### config.mk
export PLATFORM = sky130hd
export DESIGN_NAME = branch_resolve
export DESIGN_NICKNAME = d
export VERILOG_FILES = /design/src/rtl/branch_pkg.sv /design/src/rtl/cond_eval.sv /design/src/rtl/branch_resolve.sv
export SDC_FILE = /design/constraint.sdc
export NUM_CORES = 1
export LEC_CHECK = 0
export CORE_MARGIN = 3
export CORE_UTILIZATION = 40
export DETAILED_ROUTE_END_ITERATION = 10
export PLACE_DENSITY_LB_ADDON = 0.05
export SETUP_SLACK_MARGIN = 0.4
export SLEW_MARGIN = 20
export SYNTH_ARGS = -nofsm -noshare
export SYNTH_HDL_FRONTEND = slang
export SYNTH_SLANG_ARGS = --single-unit
export TNS_END_PERCENT = 100
### constraint.sdc
create_clock -name clk -period 3.18 [get_ports clk]
set_input_delay 0.318 -clock clk [delete_from_list [all_inputs] [get_ports clk]]
set_output_delay 0.318 -clock clk [all_outputs]
set_load 0.01 [all_outputs]
### src/rtl/branch_pkg.sv
// Shared types and constants for the branch resolution unit: op codes,
// ARM condition codes and the sequential PC increment.
package branch_pkg;

    typedef enum logic [2:0] {
        BR_NONE  = 3'd0,
        BR_B     = 3'd1,
        BR_CBZ   = 3'd2,
        BR_CBNZ  = 3'd3,
        BR_BCOND = 3'd4
    } br_op_t;

    localparam logic [3:0] COND_EQ = 4'h0;
    localparam logic [3:0] COND_NE = 4'h1;
    localparam logic [3:0] COND_CS = 4'h2;
    localparam logic [3:0] COND_CC = 4'h3;
    localparam logic [3:0] COND_MI = 4'h4;
    localparam logic [3:0] COND_PL = 4'h5;
    localparam logic [3:0] COND_VS = 4'h6;
    localparam logic [3:0] COND_VC = 4'h7;
    localparam logic [3:0] COND_HI = 4'h8;
    localparam logic [3:0] COND_LS = 4'h9;
    localparam logic [3:0] COND_GE = 4'hA;
    localparam logic [3:0] COND_LT = 4'hB;
    localparam logic [3:0] COND_GT = 4'hC;
    localparam logic [3:0] COND_LE = 4'hD;
    localparam logic [3:0] COND_AL = 4'hE;
    localparam logic [3:0] COND_NV = 4'hF;

    localparam int unsigned PC_INC = 4;

endpackage

### src/rtl/cond_eval.sv
// Combinational ARM condition-code evaluator against an {N,Z,C,V} flag set.
module cond_eval
    import branch_pkg::*;
(
    input  logic [3:0] i_cond,
    input  logic [3:0] i_nzcv,
    output logic       o_pass
);

    logic w_n, w_z, w_c, w_v;

    assign {w_n, w_z, w_c, w_v} = i_nzcv;

    always_comb begin
        o_pass = 1'b1;
        case (i_cond)
            COND_EQ: o_pass = w_z;
            COND_NE: o_pass = !w_z;
            COND_CS: o_pass = w_c;
            COND_CC: o_pass = !w_c;
            COND_MI: o_pass = w_n;
            COND_PL: o_pass = !w_n;
            COND_VS: o_pass = w_v;
            COND_VC: o_pass = !w_v;
            COND_HI: o_pass = w_c && !w_z;
            COND_LS: o_pass = !w_c || w_z;
            COND_GE: o_pass = (w_n == w_v);
            COND_LT: o_pass = (w_n != w_v);
            COND_GT: o_pass = !w_z && (w_n == w_v);
            COND_LE: o_pass = w_z || (w_n != w_v);
            default: o_pass = 1'b1;
        endcase
    end

endmodule

### src/rtl/branch_resolve.sv
// Branch resolution stage with a single result register and NZCV flag register.
// Define BRANCH_FLAG_FWD_EN to let a BCOND see flags written in the same cycle.
module branch_resolve
    import branch_pkg::*;
#(
    parameter int PC_W = 64
) (
    input  logic            clk,
    input  logic            reset_n,
    input  logic            in_valid,
    output logic            in_ready,
    input  br_op_t          in_op,
    input  logic [3:0]      in_cond,
    input  logic [PC_W-1:0] in_pc,
    input  logic [PC_W-1:0] in_target,
    input  logic            in_zero,
    input  logic            set_flags,
    input  logic [3:0]      alu_nzcv,
    input  logic            flush,
    output logic            out_valid,
    input  logic            out_ready,
    output logic            out_taken,
    output logic [PC_W-1:0] out_next_pc,
    output logic [3:0]      flags_q
);

    logic            r_valid;
    logic            r_taken;
    logic [PC_W-1:0] r_next_pc;
    logic [3:0]      r_flags;

    logic [3:0]      w_eval_flags;
    logic            w_cond_pass;
    logic            w_taken;
    logic            w_accept;
    logic [PC_W-1:0] w_next_pc;

    assign in_ready = !r_valid || out_ready;
    assign w_accept = in_valid && in_ready && !flush;

`ifdef BRANCH_FLAG_FWD_EN
    assign w_eval_flags = set_flags ? alu_nzcv : r_flags;
`else
    assign w_eval_flags = r_flags;
`endif

    cond_eval u_cond_eval (
        .i_cond (in_cond),
        .i_nzcv (w_eval_flags),
        .o_pass (w_cond_pass)
    );

    always_comb begin
        w_taken = 1'b0;
        case (in_op)
            BR_B:     w_taken = 1'b1;
            BR_CBZ:   w_taken = in_zero;
            BR_CBNZ:  w_taken = !in_zero;
            BR_BCOND: w_taken = w_cond_pass;
            default:  w_taken = 1'b0;
        endcase
    end

    assign w_next_pc = w_taken ? in_target : (in_pc + PC_W'(PC_INC));

    // Flush outranks both drain and accept; taken/next_pc simply hold when not loaded.
    always_ff @(posedge clk or negedge reset_n) begin
        if (!reset_n) begin
            r_valid   <= 1'b0;
            r_taken   <= 1'b0;
            r_next_pc <= '0;
            r_flags   <= 4'b0000;
        end else begin
            if (set_flags) begin
                r_flags <= alu_nzcv;
            end
            if (flush) begin
                r_valid <= 1'b0;
            end else if (w_accept) begin
                r_valid   <= 1'b1;
                r_taken   <= w_taken;
                r_next_pc <= w_next_pc;
            end else if (out_ready) begin
                r_valid <= 1'b0;
            end
        end
    end

    assign out_valid   = r_valid;
    assign out_taken   = r_taken;
    assign out_next_pc = r_next_pc;
    assign flags_q     = r_flags;

endmodule

==> summary.txt <==
PWR
-------------------------------------------------------------------------------------
Static leakage                                                            0.002907 uW
Worst ir drop on vdd                                                        0.2418 mV
Power Density                                                            427.7 nW/um^2

CLOCKING
-------------------------------------------------------------------------------------
Number of levels in the clock H-tree                                                3
Setup Buffers After CTS                                                             0
Clock Root Buffer                                                        sky130_fd_sc_hd__clkbuf_16
Number of buffers created by CTS                                                    9
CTS tree                                                                          yes
CTS Sinks                                                                          70
PostCTS Resize Cnt                                                                  0
Worst-skew pair later-pin latency                                             0.34 ns
Post-CTS Hold Buffers                                                               0
Clock-pin slew of the registers on the worst-case setup and hold paths        0.06 ns
Clk buf depth                                                                       2

SETUP PATH
-------------------------------------------------------------------------------------
CP Capture Type                                                             flip-flop
Data arrival at the endpoint of the critical path                             2.87 ns
Worst setup path category                                                   in -> reg
Cell family contributing the most delay on the critical path             simple AND/OR/NAND/NOR gates
Worst stage delay on the critical path                                        0.61 ns
Startpoint class of the critical path                                      input port
Reg-to-Reg Start                                                           flags_q[2]
Worst setup path start                                                      in_pc[17]
Buffering stage count on the worst path with inverters included                     3
Highest-delay cell along the critical path                               sky130_fd_sc_hd__or4_4
CP Cell Sequence                                                         clkdlybuf4s50_1 > nand4_1 > or4_4 > buf_4 > nor4_2 > buf_4 > nand4_1 > xor2_1 > o211ai_1
Worst-path maximum fanout                                                          12
Required time at the endpoint of the critical path                            3.43 ns

WORST HOLD PATH
-------------------------------------------------------------------------------------
Type of the tightest min-delay check                                      in -> async

STA
-------------------------------------------------------------------------------------
Final critical path time including I/O delays and setup                      2.618 ns
Aggregate negative setup slack                                                   0 ns
Final period utilization                                                       82.33%
Number of hold violations in the final report                                       0
Unrepaired setup endpoints after global routing                                    no
Final Max Slew Viols                                                                0
Transition at the pin with the smallest max-transition slack                0.9110 ns
Headroom to the max-slew limit                                                 39.27%
Max frequency                                                              0.3820 GHz
Setup-failing EPs final                                                             0
Clock Skew                                                                0.004853 ns

FINAL LAYOUT
-------------------------------------------------------------------------------------
Share of layout cells above drive strength 1                                   6.667%
Total of fill cells in the finished design                                        999
Area of combinational cells with multiple inputs                           2770 sq um
Fin cells                                                                         950
Post-layout nets                                                                  952
Sequential standard cell area                                              1752 sq um
Antenna fix cells                                                                   0
Area growth, synth to finish                                                   57.51%

SYNTHESIS
-------------------------------------------------------------------------------------
Number of nets produced by synthesis                                              743
Count of cell types in the netlist                                                 45
Synthesized area per cell                                                 7.822 sq um
Total of flip-flops plus latches after synthesis                                   70
Summed instance area of the synthesized netlist                            4662 sq um
Count of synthesis-stage warnings from yosys                                        0
Seq/Total Area, Yosys                                                          37.57%
Number of standard cells after synthesis                                          596
Synth Flop Type                                                          sky130_fd_sc_hd__dfrtp_1
Post-synth EDFFs                                                                    0
Async S/R FF share, synth                                                      100.0%

DETAILED ROUTING
-------------------------------------------------------------------------------------
Drt first pass iters                                                                5
Total detailed-routing wirelength                                            16.36 mm
Via density per instance                                                        5.525
Drt first-iter violations                                                         360
Routed wirelength normalized by instance count                               17.22 um
Remaining number of nets flagged by the antenna check after routing                 0
Residual DRC count                                                                  0
Total via count after detailed routing                                          5,249

STATUS
-------------------------------------------------------------------------------------
Result of the run                                                        complete, no violations

FLOORPLANNING
-------------------------------------------------------------------------------------
X dimension of the die                                                       114.0 um
Initial core utilization                                                       41.90%
Core Footprint                                                           11,130 sq um
Number of top-level pins                                                          217
Vertical die dimension                                                       114.0 um
Total die area                                                           12,990 sq um
FP Rows                                                                            38

PLACE
-------------------------------------------------------------------------------------
Buffers on Ports                                                                  216
Hpwl dp                                                                      12.05 mm
Placed Instances                                                                  934
Final weighted congestion of routability-driven global placement               0.8592

GRT
-------------------------------------------------------------------------------------
Via count of the first global-routing pass                                      5,399
Initial antenna violation count                                                     0
Pin count of the biggest net entering global routing                               71
Total gr overflow                                                                   0
Total global-route track usage                                                 25.42%
Global-route wire length before repair                                       26.70 mm

RUN
-------------------------------------------------------------------------------------
Max Cap Violations                                                                  0

cells by family after synthesis:
| group | after synthesis | share of synthesized area [%] |
|---|---|---|
| mux | 5 | 1.208 |
| simple gates | 288 | 31.02 |
| fa+ha+maj | 1 | 0.2683 |
| flops | 70 | 37.57 |
| buf+inv | 42 | 3.462 |
| compound gates | 130 | 15.19 |
| xor+xnor | 60 | 11.27 |
power breakdown:
| part | internal (uW) | switching, uW |
|---|---|---|
| logic | 575 | 457 |
| clock network | 589 | 376 |
| registers | 1050 | 92.8 |
| total | 2220 | 926 |
path summary, 6_finish.rpt:
check,end,slack [ns],cells past startpoint
worst max-delay path,out_next_pc[60],0.56,9
worst min-delay path,out_next_pc[9],0.11,1
worst max register to register,out_next_pc[36],0.87,7
worst min register to register,out_next_pc[55],0.48,2
max in group asynchronous,out_next_pc[37],2.48,1
min in group clk,out_next_pc[55],0.48,2
Yosys cell counts, types with 2 or more instances:
cell type | instances | share of area, %
sky130_fd_sc_hd__or4_1 | 8 | 1.3
sky130_fd_sc_hd__o21ai_0 | 102 | 11
sky130_fd_sc_hd__xnor2_1 | 18 | 3.4
sky130_fd_sc_hd__dfrtp_1 | 70 | 38
sky130_fd_sc_hd__xor2_1 | 42 | 7.9
sky130_fd_sc_hd__o31a_1 | 2 | 0.38
sky130_fd_sc_hd__inv_1 | 5 | 0.40
sky130_fd_sc_hd__nor3b_1 | 3 | 0.48
sky130_fd_sc_hd__nand2_1 | 90 | 7.2
sky130_fd_sc_hd__nor3_1 | 15 | 1.6
sky130_fd_sc_hd__or3_1 | 2 | 0.27
sky130_fd_sc_hd__mux2_2 | 5 | 1.2
sky130_fd_sc_hd__nand2b_1 | 2 | 0.27
sky130_fd_sc_hd__or2_2 | 2 | 0.27
sky130_fd_sc_hd__nor2_1 | 63 | 5.1
sky130_fd_sc_hd__clkbuf_1 | 36 | 2.9
sky130_fd_sc_hd__o21a_1 | 2 | 0.32
sky130_fd_sc_hd__nor4_2 | 2 | 0.54
sky130_fd_sc_hd__nand4_1 | 22 | 3.0
sky130_fd_sc_hd__nand3b_1 | 2 | 0.32
sky130_fd_sc_hd__and2_1 | 5 | 0.67
sky130_fd_sc_hd__a21oi_1 | 9 | 0.97
sky130_fd_sc_hd__nor4_1 | 16 | 2.1
sky130_fd_sc_hd__o211ai_1 | 9 | 1.4
sky130_fd_sc_hd__nand3_1 | 32 | 3.4
sky130_fd_sc_hd__nor2b_1 | 2 | 0.27
sky130_fd_sc_hd__and3_1 | 7 | 0.94
sky130_fd_sc_hd__and4_1 | 6 | 1.1
sequential cells by signal, indices dropped and copies added, names as in the netlist:
register     flops
flags_q          4
out_next_pc     64
out_taken        1
out_valid        1
worst reg2reg max path, cell delays in order (launching register included):
cell                      delay (ns)
sky130_fd_sc_hd__dfrtp_1        0.43
sky130_fd_sc_hd__or3b_2         0.46
sky130_fd_sc_hd__a31oi_1        0.15
sky130_fd_sc_hd__o32a_1         0.26
sky130_fd_sc_hd__o21a_2         0.33
sky130_fd_sc_hd__buf_4          0.30
sky130_fd_sc_hd__nor2_1         0.11
sky130_fd_sc_hd__o21ai_0        0.19
area by class of cell:
| class | instances | share of cell area (%) |
|---|---|---|
| clock inverter | 3 | 0.2385 |
| clock buffer | 13 | 3.680 |
| timing repair buffer | 235 | 31.86 |
| tap | 140 | 2.385 |
| sequential | 70 | 23.85 |
| inverter | 5 | 0.2556 |
| multi-input combinational | 484 | 37.72 |
per-layer routing:
metal  global-route usage [%]  vias to the layer above  wire length, um
met3                    3.714                       20             1084
li1                         -                     2526                -
met2                    43.60                      186             8088
met5                        0                        -                0
met4                    9.264                        0              307
met1                    32.54                     2517             6877
per-stage QoR:
stage	hold WS [ns]	util (%)	setup slack, ns	area, sq um	power, uW
after floorplan	0.02241	-	0.9341	4662	1515
after global placement	0.4628	63.38	0.2718	7052	2170
after detailed placement	0.4691	63.38	0.1943	7052	2194
after CTS	0.1518	65.97	0.5236	7340	3179
after global routing	0.2139	66.00	0.4557	7343	3315
final	0.1114	66.00	0.5619	7343	3141
cells in the final DEF, fill, tap and decap left out, types with 3 or more instances in the layout:
master                              n
sky130_fd_sc_hd__clkdlybuf4s50_1  215
sky130_fd_sc_hd__o21ai_0          101
sky130_fd_sc_hd__nand2_1           90
sky130_fd_sc_hd__dfrtp_1           70
sky130_fd_sc_hd__nor2_1            63
sky130_fd_sc_hd__xor2_1            42
sky130_fd_sc_hd__nand3_1           32
sky130_fd_sc_hd__nand4_1           22
sky130_fd_sc_hd__xnor2_1           18
sky130_fd_sc_hd__buf_4             17
sky130_fd_sc_hd__nor4_1            16
sky130_fd_sc_hd__nor3_1            15
sky130_fd_sc_hd__o211ai_1           9
sky130_fd_sc_hd__a21oi_1            9
sky130_fd_sc_hd__clkbuf_16          9
sky130_fd_sc_hd__and3_1             7
sky130_fd_sc_hd__or4_1              7
sky130_fd_sc_hd__and4_1             6
sky130_fd_sc_hd__inv_1              5
sky130_fd_sc_hd__mux2_2             5
sky130_fd_sc_hd__and2_1             5
sky130_fd_sc_hd__clkbuf_8           3
sky130_fd_sc_hd__buf_12             3
No activity file was read; power rests on OpenSTA's default activity.
